[config.mk]
export PLATFORM = sky130hd
export DESIGN_NAME = difftest_commit_monitor
export DESIGN_NICKNAME = d
export VERILOG_FILES = /design/src/rtl/difftest_commit_monitor.sv
export SDC_FILE = /design/constraint.sdc
export NUM_CORES = 1
export LEC_CHECK = 0
export ABC_AREA = 1
export CAP_MARGIN = 20
export CORE_AREA = 5 5 368 370
export DETAILED_ROUTE_END_ITERATION = 12
export DIE_AREA = 0 0 373 375
export SYNTH_ARGS = -nofsm -noshare
export SYNTH_HDL_FRONTEND = slang
export SYNTH_SLANG_ARGS = --single-unit
export TNS_END_PERCENT = 50
[constraint.sdc]
create_clock -name clock -period 4.15 [get_ports clock]
set_input_delay 0.6225 -clock clock [delete_from_list [all_inputs] [get_ports clock]]
set_output_delay 0.6225 -clock clock [all_outputs]
set_load 0.02 [all_outputs]
[src/rtl/difftest_commit_monitor.sv]
// difftest_commit_monitor
//   N-wide commit monitor between the core writeback debug ports and the
//   Difftest blocks. Qualifies each slot's commit, registers it for one
//   cycle, keeps 64-bit cycle/instruction counters, and freezes on the trap
//   instruction, exporting the trap code (a0[7:0]) and trap PC.
//
// Optional feature: define DIFF_TIMEOUT_EN to add an idle watchdog that
//   raises a trap with code 8'hFF after TIMEOUT commit-free RUN cycles.
//   The port list is the same in both builds.
//
// Ports
//   clock, reset        posedge clock, synchronous active-high reset
//   wb_*                per-slot writeback debug inputs (slot 0 = oldest)
//   a0_value            architectural x10, sampled as the trap code
//   cmt_*               registered per-slot commit outputs (1-cycle latency)
//   trap/trap_code/trap_pc  sticky trap flag and its code/PC
//   cycle_cnt/instr_cnt 64-bit RUN-cycle and committed-instruction counters
module difftest_commit_monitor #(
  parameter int               NCOMMIT     = 2,
  parameter int               XLEN        = 64,
  parameter logic [XLEN-1:0]  PC_START    = XLEN'(64'h8000_0000),
  parameter logic [6:0]       TRAP_OPCODE = 7'h6b,
  parameter int               TIMEOUT     = 5000
) (
  input  logic                      clock,
  input  logic                      reset,
  input  logic [NCOMMIT-1:0]        wb_valid,
  input  logic [NCOMMIT*XLEN-1:0]   wb_pc,
  input  logic [NCOMMIT*32-1:0]     wb_inst,
  input  logic [NCOMMIT-1:0]        wb_rf_we,
  input  logic [NCOMMIT*5-1:0]      wb_rf_wnum,
  input  logic [NCOMMIT*XLEN-1:0]   wb_rf_wdata,
  input  logic [XLEN-1:0]           a0_value,
  output logic [NCOMMIT-1:0]        cmt_valid,
  output logic [NCOMMIT*XLEN-1:0]   cmt_pc,
  output logic [NCOMMIT*32-1:0]     cmt_inst,
  output logic [NCOMMIT-1:0]        cmt_wen,
  output logic [NCOMMIT*8-1:0]      cmt_wdest,
  output logic [NCOMMIT*XLEN-1:0]   cmt_wdata,
  output logic                      trap,
  output logic [7:0]                trap_code,
  output logic [XLEN-1:0]           trap_pc,
  output logic [63:0]               cycle_cnt,
  output logic [63:0]               instr_cnt
);

  localparam logic [0:0] RUN     = 1'b0;
  localparam logic [0:0] TRAPPED = 1'b1;

  if (NCOMMIT < 1 || NCOMMIT > 8 || TIMEOUT < 1) begin : g_bad_param
    $error("difftest_commit_monitor: NCOMMIT must be 1..8 and TIMEOUT >= 1");
  end

  logic [0:0]              state_reg;
  logic                    trap_reg;
  logic [7:0]              trap_code_reg;
  logic [XLEN-1:0]         trap_pc_reg;
  logic [63:0]             cycle_cnt_reg;
  logic [63:0]             instr_cnt_reg;
  logic [XLEN-1:0]         last_pc_reg;

  logic [NCOMMIT-1:0]      q;
  logic [NCOMMIT-1:0]      is_trap;
  logic [NCOMMIT:0]        trap_seen;   // trap_seen[i]: some slot below i traps
  logic [NCOMMIT-1:0]      m;
  logic [NCOMMIT-1:0]      wen_next;
  logic [NCOMMIT*8-1:0]    wdest_next;
  logic [XLEN-1:0]         trap_pc_next;
  logic [XLEN-1:0]         last_pc_next;
  logic [3:0]              commit_count;
  logic                    any_trap;

  assign trap_seen[0] = 1'b0;

  for (genvar gi = 0; gi < NCOMMIT; gi++) begin : g_slot
    logic [XLEN-1:0] pc;
    logic [31:0]     inst;
    logic [4:0]      wnum;
    assign pc   = wb_pc[gi*XLEN +: XLEN];
    assign inst = wb_inst[gi*32 +: 32];
    assign wnum = wb_rf_wnum[gi*5 +: 5];
    // A bubble carries PC_START (or 0) with inst 0 and must not count.
    assign q[gi]       = wb_valid[gi] & (((pc != PC_START) & (pc != '0)) | (inst != 32'd0));
    assign is_trap[gi] = q[gi] & (inst[6:0] == TRAP_OPCODE);
    assign trap_seen[gi+1] = trap_seen[gi] | is_trap[gi];
    // The trapping slot itself commits; younger slots are dropped.
    assign m[gi]        = q[gi] & ~trap_seen[gi];
    assign wen_next[gi] = m[gi] & wb_rf_we[gi] & (wnum != 5'd0);
    assign wdest_next[gi*8 +: 8] = {3'b000, wnum};
  end

  assign any_trap = trap_seen[NCOMMIT];

  always_comb begin
    trap_pc_next = '0;
    last_pc_next = last_pc_reg;
    commit_count = 4'd0;
    // Descending scan so the lowest trapping slot wins.
    for (int i = NCOMMIT - 1; i >= 0; i--) begin
      if (is_trap[i]) trap_pc_next = wb_pc[i*XLEN +: XLEN];
    end
    // Ascending scan so the highest committed slot ends up in last_pc.
    for (int i = 0; i < NCOMMIT; i++) begin
      if (m[i]) begin
        last_pc_next = wb_pc[i*XLEN +: XLEN];
        commit_count = commit_count + 4'd1;
      end
    end
  end

`ifdef DIFF_TIMEOUT_EN
  logic [31:0] idle_reg;
  logic        timeout_hit;
  assign timeout_hit = (commit_count == 4'd0) && ((idle_reg + 32'd1) >= 32'(TIMEOUT));
`else
  // Without the watchdog nothing consumes last_pc or the upper a0 bits.
  logic unused_last_pc;
  assign unused_last_pc = ^last_pc_reg;
`endif

  logic unused_a0;
  assign unused_a0 = ^a0_value[XLEN-1:8];

  always_ff @(posedge clock) begin
    if (reset) begin
      state_reg     <= RUN;
      cmt_valid     <= '0;
      cmt_pc        <= '0;
      cmt_inst      <= '0;
      cmt_wen       <= '0;
      cmt_wdest     <= '0;
      cmt_wdata     <= '0;
      trap_reg      <= 1'b0;
      trap_code_reg <= 8'd0;
      trap_pc_reg   <= '0;
      cycle_cnt_reg <= 64'd0;
      instr_cnt_reg <= 64'd0;
      last_pc_reg   <= '0;
`ifdef DIFF_TIMEOUT_EN
      idle_reg      <= 32'd0;
`endif
    end else if (state_reg == RUN) begin
      cmt_valid     <= m;
      cmt_pc        <= wb_pc;
      cmt_inst      <= wb_inst;
      cmt_wen       <= wen_next;
      cmt_wdest     <= wdest_next;
      cmt_wdata     <= wb_rf_wdata;
      cycle_cnt_reg <= cycle_cnt_reg + 64'd1;
      instr_cnt_reg <= instr_cnt_reg + 64'(commit_count);
      last_pc_reg   <= last_pc_next;
      if (any_trap) begin
        state_reg     <= TRAPPED;
        trap_reg      <= 1'b1;
        trap_code_reg <= a0_value[7:0];
        trap_pc_reg   <= trap_pc_next;
      end
`ifdef DIFF_TIMEOUT_EN
      else if (timeout_hit) begin
        state_reg     <= TRAPPED;
        trap_reg      <= 1'b1;
        trap_code_reg <= 8'hFF;
        trap_pc_reg   <= last_pc_reg;
      end
      idle_reg <= (commit_count != 4'd0) ? 32'd0 : idle_reg + 32'd1;
`endif
    end else begin
      // Frozen: the trap commit was shown last cycle, now go quiet.
      cmt_valid <= '0;
      cmt_wen   <= '0;
    end
  end

  assign trap      = trap_reg;
  assign trap_code = trap_code_reg;
  assign trap_pc   = trap_pc_reg;
  assign cycle_cnt = cycle_cnt_reg;
  assign instr_cnt = instr_cnt_reg;

endmodule
==> metrics.txt <==
DIE AREA=approximately 140,000 um^2; Initial DRC Count=1,769; vias per std cell=around 4.2; GP Congestion=0.928; CP required=4.74 ns; placed cell area=35,800 um^2; register area=approximately 11,000 um^2; Die Ht=375 um; total power=13.4 mW; period utilization=95.3%; Clk Tree Root Cell=clkbuf_16; VDD IR max=0.293 mV; total CTS buffers=between 70 and 80; fmax=253 MHz; Clock Latency Late Sink=0.67 ns; non-filler cells, final=approximately 6,300; CP Capture Type=register; GRT Total Usage=17.4%; fin nets=4,898; Placed Instances=between 6,000 and 7,000; max-cap viol count=0; Worst Setup Start Kind=input pin; CTS tree=built; PwrDens=351 nW/um^2; total global routing overflow=0; layout cells sized above 1=9.13%; initial antenna violation count=52; Core Area=132,000 um^2; status=completed; Yosys reg bits=about 540; Crit Path Max Fanout=5; Die X=373 um; DRC=0; Top Registers=cmt_pc: 128 flops, cmt_wdata: 128 flops; Routed wire per std cell=20.3 um; First-pass DRT Iterations=7; fin. max-slew vios=0; pin count of the biggest net entering global routing=157; min cycle time layout=between 3 and 4 ns; Design Area, Final=38,300 um^2; vias in the first global route=25,700; first-pass GRT wire length=181,000 um; Routed WL=128,000 um; Synth Area per Inst=6.78 um^2; placed wire-length estimate=around 100,000 um; IO Pins=941; Rel. slew slack=34.2%; WHS=around 0.41 ns; worst min-delay path class=input pin to register; Tightest Pin Transition=around 0.98 ns; Reg clk slew, reported paths=0.06 ns; Core Util, Final=28.9%; RSZ-0062 raised after global routing=no; H-tree level count=3; Hold Violations, Final=0; Fin Clk Skew=0.0357 ns; Yosys cell types=43; Seq/Total Area, Yosys=a little under half; Pleak=15.7 nW; P&R area growth vs syn=61.2%; crit path DAT=4.55 ns; Multi-input gate area=around 11,000 um^2; I/O Buffers=878; via count=26,900; Setup-failing EPs final=0; WS Path Type=input pin to register; Fillers=about 14,000; antenna-violating nets left=0; row count=between 100 and 150; Post-Syn Area=23,700 um^2; number of synthesis warnings=0; Initial Utilization=17.9%; CTS max path bufs=3; Post-Synthesis Cells=3,503; Sink Count=536
## metal layers
layer / up-vias / share of wire [%] / global-route usage (%)
met2: 1011 / 49 / 30.7
met4: 8 / 3.6 / 5.79
met3: 242 / 7.7 / 5.46
met5: - / 0.048 / 0
met1: 12500 / 40 / 19.9
li1: 13100 / - / -
## layout make-up
type	count	area share (%)
multi-input combinational	2549	29.8
sequential	536	28.0
timing repair buffer	1100	27.7
tap	1768	5.78
clock buffer	100	5.28
inverter	234	2.37
clock inverter	24	0.902
antenna	18	0.118
## cells by family after synthesis
family / after synthesis / synth area share [%]
compound gates: 480 / 10.2
xor+xnor: 41 / 1.51
fa+ha+maj: 5 / 0.295
buf+inv: 423 / 7.29
flops: 536 / 45.2
other cells: 1 / 0.0158
simple gates: 2017 / 35.5
## path summary, 6_finish.rpt
kind	depth (start not counted)	end	slack (ns)	startpoint
max	25	instr_cnt[56]$_SDFFE_PP0N_	0.19	wb_pc[76]
min	3	cmt_pc[75]$_SDFFE_PP0N_	0.41	wb_pc[75]
max reg2reg	10	instr_cnt[36]$_SDFFE_PP0N_	1.60	state_reg$_SDFF_PP0_
min reg2reg	2	trap$_SDFFE_PP0P_	0.46	trap$_SDFFE_PP0P_
## critical path: stages
cell and delay, ns:
clkdlybuf4s50_1 0.48, nor2_4 0.15, buf_4 0.14, nand2_1 0.11, nor2_4 0.16, nand2_1 0.12, nor2_4 0.18, nand3_2 0.11
nand2_1 0.07, inv_1 0.04, nand2_1 0.05, inv_1 0.05, ha_1 0.27, ha_2 0.23, inv_1 0.08, fa_1 0.43
nor3_4 0.21, nand2_2 0.14, nor2_1 0.15, nand4_1 0.20, nor2_2 0.21, nand3_1 0.11, nand2_1 0.09, nand2_1 0.06
nor2_1 0.08
## per-stage QoR
step                      setup TNS (ns)  setup WS, ns
after detailed placement          -64.16         -1.28
after CTS                              0        0.0400
after global placement            -61.97         -1.26
final                                  0         0.193
after global routing                   0        0.0124
after floorplan                        0         0.689
## where the power goes
group	leakage, nW	internal (mW)	switching [mW]
Combinational	10.1	0.811	0.849
Sequential	4.41	5.34	0.109
Clock	1.15	3.69	2.62
## synthesized netlist by cell type (all sizes together)
master	n	area share, %
clkinv	1	0.021
o21ai	375	7.9
nor3	81	1.9
a21oi	92	1.9
dfxtp	536	45
or2	1	0.026
nand2b	1	0.058
and3	2	0.053
a31oi	3	0.079
buf	73	1.7
nand2	606	9.7
nand3b	11	0.40
conb	1	0.016
a211oi	1	0.032
ha	4	0.21
nand4	106	2.8
nor2	1111	18
xor2	32	1.2
nor4	10	0.29
xnor2	9	0.33
o21bai	1	0.032
nor3b	7	0.26
inv	233	3.7
o21a	8	0.25
and2	1	0.026
clkbuf	116	1.8
nand3	80	1.8
fa	1	0.084
## placed cells by master (no fill, tap or decap), types with 4 or more instances in the layout
cell type        count
nand3_1             72
nand3b_1            10
dfxtp_1            535
clkbuf_16           74
nor4_1               9
buf_12              12
clkinv_2             8
nand2_1            592
xnor2_1              9
nand2_2             13
o21a_1               8
inv_1              227
clkbuf_8             7
a21oi_1             92
nor2_1            1074
nor2_2              19
inv_2                4
nor3_1              70
conb_1               6
diode_2             18
xor2_1              32
clkdlybuf4s50_1    874
nor3b_1              5
nand4_1            105
buf_4              211
clkbuf_1            19
nand3_2              6
nor2_4              18
nor3_2              10
bufinv_16            4
o21ai_0            372
## repair_timing
item,CTS,global route
pin swaps,1,2
cloned,0,0
buffers inserted,0,0
endpoints found under the setup margin,49,20
resized for setup,10,18
hold buffers,0,0
No activity file was read; power rests on OpenSTA's default activity.
